[config.mk]
export PLATFORM = sky130hd
export DESIGN_NAME = seven_seg_display_ctrl
export DESIGN_NICKNAME = d
export VERILOG_FILES = /design/src/rtl/seven_seg_display_ctrl.sv
export SDC_FILE = /design/constraint.sdc
export NUM_CORES = 1
export LEC_CHECK = 0
export CORE_UTILIZATION = 57
export CTS_CLUSTER_SIZE = 12
export DETAILED_ROUTE_END_ITERATION = 12
export HOLD_SLACK_MARGIN = 0.02
export PLACE_DENSITY = 0.81
export SLEW_MARGIN = 10
export SYNTH_ARGS = -nofsm -noshare
export SYNTH_HDL_FRONTEND = slang
export SYNTH_SLANG_ARGS = --single-unit
[constraint.sdc]
create_clock -name CLOCK_50 -period 2.4 [get_ports CLOCK_50]
set_clock_uncertainty 0.05 [all_clocks]
set_input_delay 0.72 -clock CLOCK_50 [delete_from_list [all_inputs] [get_ports CLOCK_50]]
set_output_delay 0.72 -clock CLOCK_50 [all_outputs]
set_load 0.02 [all_outputs]
[src/rtl/seven_seg_display_ctrl.sv]
// Multi-digit seven-segment display controller: latches a value on load, renders hex or decimal (double-dabble) glyphs.
// Latency: hex 1 cycle, decimal DATA_W+1 cycles from the load edge to the HEX update.
// Backpressure: busy is high while a load is processed; loads seen while busy are dropped. Optional blink via SEVENSEG_BLINK_EN.
module seven_seg_display_ctrl #(
  parameter int NUM_DIGITS = 4,
  parameter int DATA_W     = 16,
  parameter int BLINK_DIV  = 25000000
) (
  input  logic                    CLOCK_50,
  input  logic                    reset,
  input  logic [DATA_W-1:0]       value,
  input  logic                    mode,
  input  logic                    blank_lz,
  input  logic                    load,
  input  logic                    blink,
  output logic                    busy,
  output logic                    overflow,
  output logic [7*NUM_DIGITS-1:0] HEX
);

  // Decimal digits needed to hold 2^w - 1, i.e. ceil(w*log10(2)).
  function automatic int dec_digits(input int w);
    longint unsigned m;
    int n;
    m = (64'd1 << w) - 64'd1;
    n = 1;
    m = m / 10;
    while (m != 0) begin
      n++;
      m = m / 10;
    end
    return n;
  endfunction

  localparam int BCD_DIGITS = dec_digits(DATA_W);
  localparam int BCD_W      = 4 * BCD_DIGITS;
  localparam int CNT_W      = $clog2(DATA_W + 1);
  localparam int PAD_W      = 4 * (NUM_DIGITS + BCD_DIGITS + 8);
  localparam int HEX_W      = 7 * NUM_DIGITS;

  typedef enum logic [1:0] {S_IDLE, S_CONV, S_UPDATE} state_t;

  function automatic logic [6:0] seg_glyph(input logic [3:0] n);
    case (n)
      4'h0: seg_glyph = 7'b1000000;
      4'h1: seg_glyph = 7'b1111001;
      4'h2: seg_glyph = 7'b0100100;
      4'h3: seg_glyph = 7'b0110000;
      4'h4: seg_glyph = 7'b0011001;
      4'h5: seg_glyph = 7'b0010010;
      4'h6: seg_glyph = 7'b0000010;
      4'h7: seg_glyph = 7'b1111000;
      4'h8: seg_glyph = 7'b0000000;
      4'h9: seg_glyph = 7'b0010000;
      4'hA: seg_glyph = 7'b0001000;
      4'hB: seg_glyph = 7'b0000011;
      4'hC: seg_glyph = 7'b1000110;
      4'hD: seg_glyph = 7'b0100001;
      4'hE: seg_glyph = 7'b0000110;
      default: seg_glyph = 7'b0001110;
    endcase
  endfunction

  state_t               state_q, state_d;
  logic [DATA_W-1:0]    val_q, val_d;
  logic                 mode_q, mode_d;
  logic                 blz_q, blz_d;
  logic [BCD_W-1:0]     bcd_q, bcd_d;
  logic [CNT_W-1:0]     cnt_q, cnt_d;
  logic [HEX_W-1:0]     hex_q, hex_d;
  logic                 ovf_q, ovf_d;
  logic                 busy_q, busy_d;

  logic [BCD_W-1:0]     bcd_adj;
  logic                 unused_bcd_msb;
  logic [PAD_W-1:0]     val_pad, bcd_pad;
  logic                 ovf_calc;
  logic                 lead;
  logic [3:0]           nib;
  logic [HEX_W-1:0]     glyph_vec;

  // Double-dabble correction: add 3 to every BCD nibble that is 5 or more.
  always_comb begin
    bcd_adj = bcd_q;
    for (int k = 0; k < BCD_DIGITS; k++) begin
      if (bcd_q[4*k +: 4] >= 4'd5) bcd_adj[4*k +: 4] = bcd_q[4*k +: 4] + 4'd3;
    end
  end

  // Digit selection, overflow detection, leading-zero blanking and glyph lookup for the latched value.
  always_comb begin
    val_pad   = PAD_W'(val_q);
    bcd_pad   = PAD_W'(bcd_q);
    ovf_calc  = mode_q ? (|(bcd_pad >> (4*NUM_DIGITS))) : (|(val_pad >> (4*NUM_DIGITS)));
    lead      = blz_q;
    nib       = 4'd0;
    glyph_vec = '1;
    for (int i = NUM_DIGITS - 1; i >= 0; i--) begin
      nib = mode_q ? bcd_pad[4*i +: 4] : val_pad[4*i +: 4];
      if (nib != 4'd0) lead = 1'b0;
      if (ovf_calc)               glyph_vec[7*i +: 7] = 7'b0111111;
      else if (lead && (i != 0))  glyph_vec[7*i +: 7] = 7'b1111111;
      else                        glyph_vec[7*i +: 7] = seg_glyph(nib);
    end
  end

  // Next-state logic for the IDLE -> (CONV) -> UPDATE sequence.
  always_comb begin
    state_d        = state_q;
    val_d          = val_q;
    mode_d         = mode_q;
    blz_d          = blz_q;
    bcd_d          = bcd_q;
    cnt_d          = cnt_q;
    hex_d          = hex_q;
    ovf_d          = ovf_q;
    busy_d         = busy_q;
    unused_bcd_msb = 1'b0;
    case (state_q)
      S_IDLE: begin
        if (load) begin
          val_d  = value;
          mode_d = mode;
          blz_d  = blank_lz;
          busy_d = 1'b1;
          if (mode) begin
            state_d = S_CONV;
            bcd_d   = '0;
            cnt_d   = '0;
          end else begin
            state_d = S_UPDATE;
          end
        end
      end
      S_CONV: begin
        {unused_bcd_msb, bcd_d} = {bcd_adj, val_q[DATA_W-1]};
        val_d = val_q << 1;
        cnt_d = cnt_q + CNT_W'(1);
        if (cnt_q == CNT_W'(DATA_W - 1)) state_d = S_UPDATE;
      end
      S_UPDATE: begin
        hex_d   = glyph_vec;
        ovf_d   = ovf_calc;
        busy_d  = 1'b0;
        state_d = S_IDLE;
      end
      default: state_d = S_IDLE;
    endcase
  end

  // Control FSM and datapath registers; reset aborts any conversion and blanks the display.
  always_ff @(posedge CLOCK_50) begin
    if (reset) begin
      state_q <= S_IDLE;
      val_q   <= '0;
      mode_q  <= 1'b0;
      blz_q   <= 1'b0;
      bcd_q   <= '0;
      cnt_q   <= '0;
      hex_q   <= '1;
      ovf_q   <= 1'b0;
      busy_q  <= 1'b0;
    end else begin
      state_q <= state_d;
      val_q   <= val_d;
      mode_q  <= mode_d;
      blz_q   <= blz_d;
      bcd_q   <= bcd_d;
      cnt_q   <= cnt_d;
      hex_q   <= hex_d;
      ovf_q   <= ovf_d;
      busy_q  <= busy_d;
    end
  end

  assign busy     = busy_q;
  assign overflow = ovf_q;

`ifdef SEVENSEG_BLINK_EN
  localparam int BCNT_W = $clog2(BLINK_DIV);

  logic [BCNT_W-1:0] blink_cnt_q, blink_cnt_d;
  logic              blink_hide_q, blink_hide_d;

  // Blink phase counter: runs only while blink is high, restarts visible when blink drops.
  always_comb begin
    blink_cnt_d  = blink_cnt_q;
    blink_hide_d = blink_hide_q;
    if (!blink) begin
      blink_cnt_d  = '0;
      blink_hide_d = 1'b0;
    end else if (blink_cnt_q == BCNT_W'(BLINK_DIV - 1)) begin
      blink_cnt_d  = '0;
      blink_hide_d = ~blink_hide_q;
    end else begin
      blink_cnt_d = blink_cnt_q + BCNT_W'(1);
    end
  end

  // Blink counter and phase registers.
  always_ff @(posedge CLOCK_50) begin
    if (reset) begin
      blink_cnt_q  <= '0;
      blink_hide_q <= 1'b0;
    end else begin
      blink_cnt_q  <= blink_cnt_d;
      blink_hide_q <= blink_hide_d;
    end
  end

  // The phase only goes hidden while blink is high, so masking on it alone gives a registered reveal.
  assign HEX = blink_hide_q ? {HEX_W{1'b1}} : hex_q;
`else
  localparam int unused_blink_div = BLINK_DIV;
  logic unused_blink;
  assign unused_blink = blink;
  assign HEX          = hex_q;
`endif

endmodule

# --- Word-level counts from Yosys, hierarchy flattened ---
# Memories as Yosys holds them, arrays and structs flattened.
# Cells that the tools add are included.
op_classes:
  n_addsub: 6
  mul: 0
  div: 0
  magnitude_cmp: 5
  eq_ne: 6
  shift: 0
  n_mux: 34
  bitwise: 0
  reduce_logical: 12
op_table:
  columns: ["op", "count"]
  rows:
  - ["two-way mux 7 bit", 7]
  - ["two-way mux 20 bit", 2]
  - ["one-hot mux 20 bit (2 select lines)", 1]
  - ["two-way mux 4 bit", 8]
  - ["one-hot mux 16 bit (2 select lines)", 1]
  - [">= comparator 4 x 3 -> 1 bit (second input constant)", 5]
  - ["adder 4 x 2 -> 4 bit (second input constant)", 4]
  - ["two-way mux 16 bit", 1]
  - ["nonzero test 4 bit", 3]
  - ["two-way mux 5 bit", 2]
  - ["one-hot mux 5 bit (2 select lines)", 1]
  - ["AND reduction 2 bit", 4]
  - ["two-way mux 2 bit", 3]
  - ["inequality test 2 bit (second input constant)", 3]
  - ["adder 5 x 1 -> 5 bit (second input constant)", 1]
  - ["== test 5 x 4 -> 1 bit (second input constant)", 1]
  - ["two-way mux 1 bit", 5]
  - ["one-hot mux 2 bit (2 select lines)", 1]
  - ["nonzero test 2 bit", 2]
  - ["OR reduction 4 bit", 1]
  - ["adder 3 x 2 -> 3 bit (second input constant)", 1]
  - ["two-way mux 3 bit", 1]
  - ["AND reduction 3 bit", 1]
  - ["== test 2 x 1 -> 1 bit (second input constant)", 1]
  - ["other kinds (3)", 3]
totals:
  ff_bits: 75
  latch_bits: 0
  mem_bits_rw: 0
  romBits: 448
  input_bits: 22
  output_inout_bits: 30
  wordCells: 76
  memories: 4
mem_list:
  columns: ["name", "depth", "width", "rd", "rd_clocked_by_memory_dff", "wr", "line", "rtl"]
  rows:
  - ["(name not given)", 16, 7, 1, 0, 0, "44", "case (n)"]
  - ["(name not given)", 16, 7, 1, 0, 0, "44", null]
  - ["(name not given)", 16, 7, 1, 0, 0, "44", null]
  - ["(name not given)", 16, 7, 1, 0, 0, "44", null]

# --- Logic depth before layout (Yosys ltp) ---
# Gate-level depths: netlist of the first run.
logic_depth:
  ltp_word: 7
  mapped_depth: 11
  ltp_nobuf: 7

# --- Worst setup path after synthesis of the first run ---
# No wires, ideal clock.
synth_timing:
  kind: "reg2reg"
  startpoint: "register mode_q"
  endpoint: "register hex_q[20], in the netlist HEX[20]"
  setup_ns: 0.128
  arrival_ns: 2.033
  required_ns: 2.222
  slack_ns: 0.189
  stages_incl_launch_ff: 11
  n_path_buf: 3
  synth_period_minus_slack_ns: 2.211
  path_cell_list: "dfxtp_1 buf_6 buf_12 buf_12 mux2i_1 inv_1 ha_1 a211oi_1 a21oi_1 a221oi_1 o21ai_1"
synth_between:
  elab_chain_len: 6
  elab_cells_between_ends: 10
  classes_between: "mux (7); reduce/logical (2); memory (1)"
synth_rtl:
  columns: ["element", "line", "rtl"]
  rows:
  - ["from (decl)", "66", "logic mode_q, mode_d;"]
  - ["from (signal assigned)", "166", "mode_q <= mode_d;"]
  - ["branches (longest 5 deep; another with memory (16 x 7 bit))", null, null]
  - ["two-way mux 7 bit *", "101", "if (ovf_calc) glyph_vec[7*i +: 7] = 7'b0111111;"]
  - ["to (signal assigned)", "160", "hex_q <= '1;"]
  - ["to (signal assigned)", "170", "hex_q <= hex_d;"]
  - ["to (decl)", "70", "logic [HEX_W-1:0] hex_q, hex_d;"]
# Mark *: on every way between the ends.
# A chain may end at the register's enable or synchronous reset.

# --- Final worst setup path of the first run ---
layout_timing:
  startpoint: "register mode_q"
  endpoint: "register hex_q[10], in the netlist HEX[10]"
layout_between:
  elab_chain_len: 7
  elab_cells_between_ends: 13
  classes_between: "mux (9); reduce/logical (3); memory (1)"
layout_rtl:
  columns: ["element", "line", "rtl"]
  rows:
  - ["two-way mux 4 bit", "99", "nib = mode_q ? bcd_pad[4*i +: 4] : val_pad[4*i +: 4];"]
  - ["nonzero test 4 bit", "100", "if (nib != 4'd0) lead = 1'b0;"]
  - ["two-way mux 1 bit (3 in series)", "100", null]
  - ["two-way mux 7 bit", "102", "else if (lead && (i != 0)) glyph_vec[7*i +: 7] = 7'b1111111;"]
  - ["two-way mux 7 bit *", "101", null]
# Mark *: on every way between the ends. The rest lies on a longest branch, timed or not.

==> out/metrics.csv, run 1 <==
metric;value;unit
status;finished, final reports clean;
Gate Count Post-Synth;529;
Die Ht;91.6;um
Routed Antenna Nets;0;
worst slew pin tran;0.504;ns
share of layout cells above drive strength 1;0.120;
Setup WS pre-CTS;-0.0576;ns
GR Util All Layers;0.258;
fin. max-slew vios;0;
Die X;91.6;um
CP delay by family, top;simple AND/OR/NAND/NOR gates;
total die area;8390;sq um
hold depth;2;
DP Area;5210;sq um
hold path endpoint;overflow;
fin area;5440;sq um
Ant. Diodes;0;
Vias;3949;
effective utilization at floorplan;0.589;
Avg Inst Size Synth;8.65;sq um
kind of critical path;flop to flop;
Worst R2R Start;mode_q;
Sink Count;75;
post-layout minimum cycle time;2.23;ns
most frequent cells in the layout;dfxtp_1, nor2_1, clkdlybuf4s50_1, a21oi_1, ha_1;
CP arrival;2.47;ns
GRT overflow;0;
Synth Register Bits;75;
DR DRC count;0;
Synth Warn #;0;
cell taking the most area after synthesis;dfxtp_1;
HPWL Detailed;7530;um
Synth cell types;58;
filler cell count;637;
Placer Congestion;0.858;
Setup-failing EPs final;0;
number of global-route vias before repair;3736;
Syn Nets;590;
Reg2Reg Setup Slack;0.17;ns
final worst slack;0.173;ns
synth top area cells;dfxtp_1, ha_1, mux2i_1;
Hold Violations, Final;0;
RSZ-0062 raised after global routing;no;
io pins;52;
Reg2Reg Capture Point;HEX[10];
hold_ws;0.410;ns
Area Growth Syn to Fin;18.8;%
Yosys top cell area share;0.328;
CP max stage delay;0.50;ns
initial antenna violation count;0;
Main synth FF type;dfxtp_1;
Max Cap Viol;0;
Nets;648;
first-pass GRT wire length;17200;um
endpoint class of the critical path;flop;
Clk pin slew, worst setup/hold paths;0.08;ns
sequential share of the synthesized area;0.328;
register area;1500;sq um
clk root buf;clkbuf_8;
H-tree Lvls;3;
Total Wirelength;10200;um
Multi-input gate area;2800;sq um
Max Root-Sink Buffers;2;
CP max stage cell;dfxtp_2;
Post-synth EDFFs;0;
path type of the worst min-delay path;flop to flop;
wire per inst;14.8;um
fmax;449;MHz
largest net degree at the start of global routing;49;
core area;7770;sq um
Num CTS Buffers;9;
Cell Area, Synth;4580;sq um
Pwr Total;3100;uW
P_leak;0.00221;uW
maximum vdd drop;0.262;mV
PortBufs;50;
num rows;32;
leading cell type in the layout, fill and taps excluded;dfxtp_1;
drt pass-1 iters;4;
CP bufs+invs;1;
Critical Path RT;2.64;ns
crit path cell chain;buf_4 -> mux2i_1 -> nand4_1 -> nor3b_4 -> a31o_2 -> o22a_1;
vias per cell;5.70;
PwrDens;569;nW/um^2
R2R depth;6;
Async SR Flop Fraction;0;
Rel. slew slack;0.664;
Startpoint Class;flop;
later-pin clock latency in the skew report;0.35;ns
CTS tree;done;
hold path start;overflow;
initial DRC count;185;
CP Launch Point;mode_q;
final critical-path share of the clock period;0.928;
worst-path maximum fanout;11;
## worst register-to-register path, stage by stage (launching register included)
cell and delay, ns:
dfxtp_2 0.50, buf_4 0.29, mux2i_1 0.27, nand4_1 0.30, nor3b_4 0.35, a31o_2 0.27, o22a_1 0.15
## cell families after synthesis
family,synth area share
buffers and inverters,0.0634
flip-flops,0.328
adder cells (fa/ha/maj),0.107
AO/OA/AOI/OAI,0.224
AND/OR/NAND/NOR,0.153
XOR/XNOR,0.0210
multiplexers,0.104
## routing by layer
layer / part of all wire / up-vias / track usage
met1: 0.47 / 1845 / 0.330
met5: 0 / - / 0
met2: 0.47 / 88 / 0.437
li1: - / 1997 / -
met3: 0.033 / 19 / 0.0332
met4: 0.027 / 0 / 0.110
## cell usage after synthesis (5+ instances only)
master    instances
o22a_1           12
nor2_1           69
nor2b_1           5
xnor2_1          10
nand2_1          30
clkbuf_1         19
a21oi_1          42
mux2_2            5
nor3_1           11
ha_1             39
a211oi_1         19
mux2i_1          29
o211ai_1          7
buf_2             5
inv_1            22
o22ai_1           6
o21ai_0          22
a22oi_1          10
nand3_1           6
nand2b_1         16
dfxtp_1          75
a21o_1            5
## worst max-delay path by stage
stage,end,slack [ns],depth (start not counted)
4_1_cts,HEX[12],0.10,6
2_1_floorplan,HEX[20],0.19,10
3_5_place_dp,HEX[12],-0.06,6
3_3_place_gp,HEX[8],0.04,6
6_report,HEX[10],0.17,6
5_1_grt,HEX[10],0.02,6
## power breakdown
part / leakage (uW) / switching [uW] / internal, uW
registers: 0.000612 / 59.4 / 1310
logic: 0.00150 / 401 / 341
clock network: 0.0000995 / 455 / 531
total: 0.00221 / 916 / 2180
## repair_timing
action	CTS	global route
resized for setup	1	1
pin swaps	0	1
hold buffers	0	0
endpoints found under the setup margin	10	10
setup buffers	0	3
## through the flow
step                instances   util  TNS, ns
global route              693  0.700        0
finish                    693  0.700        0
detailed placement        675  0.671   -0.393
global placement          675  0.671        0
CTS                       690  0.696        0
floorplan                 529      -        0
## area by class of cell
cell class / count / share of cell area
clock inverters: 2 / 0.00644
well taps: 102 / 0.0235
inverters: 25 / 0.0173
multi-input cells: 396 / 0.515
repair buffers: 80 / 0.133
flip-flops and latches: 75 / 0.276
clock buffers: 13 / 0.0292
## registers in the layout, indices dropped and copies added (netlist names)
name,count
state_q,2
val_q,16
cnt_q,5
bcd_q,20
HEX,28
busy,1
overflow,1
blz_q,1
mode_q,1
(Power assumes the default switching activity.)
==> inputs of run 2 (changes only) <==
- SKIP_CTS_REPAIR_TIMING: unset -> 1
==> results of run 2 <==
The final DEF is identical to that of run 1; final timing and power are the same.
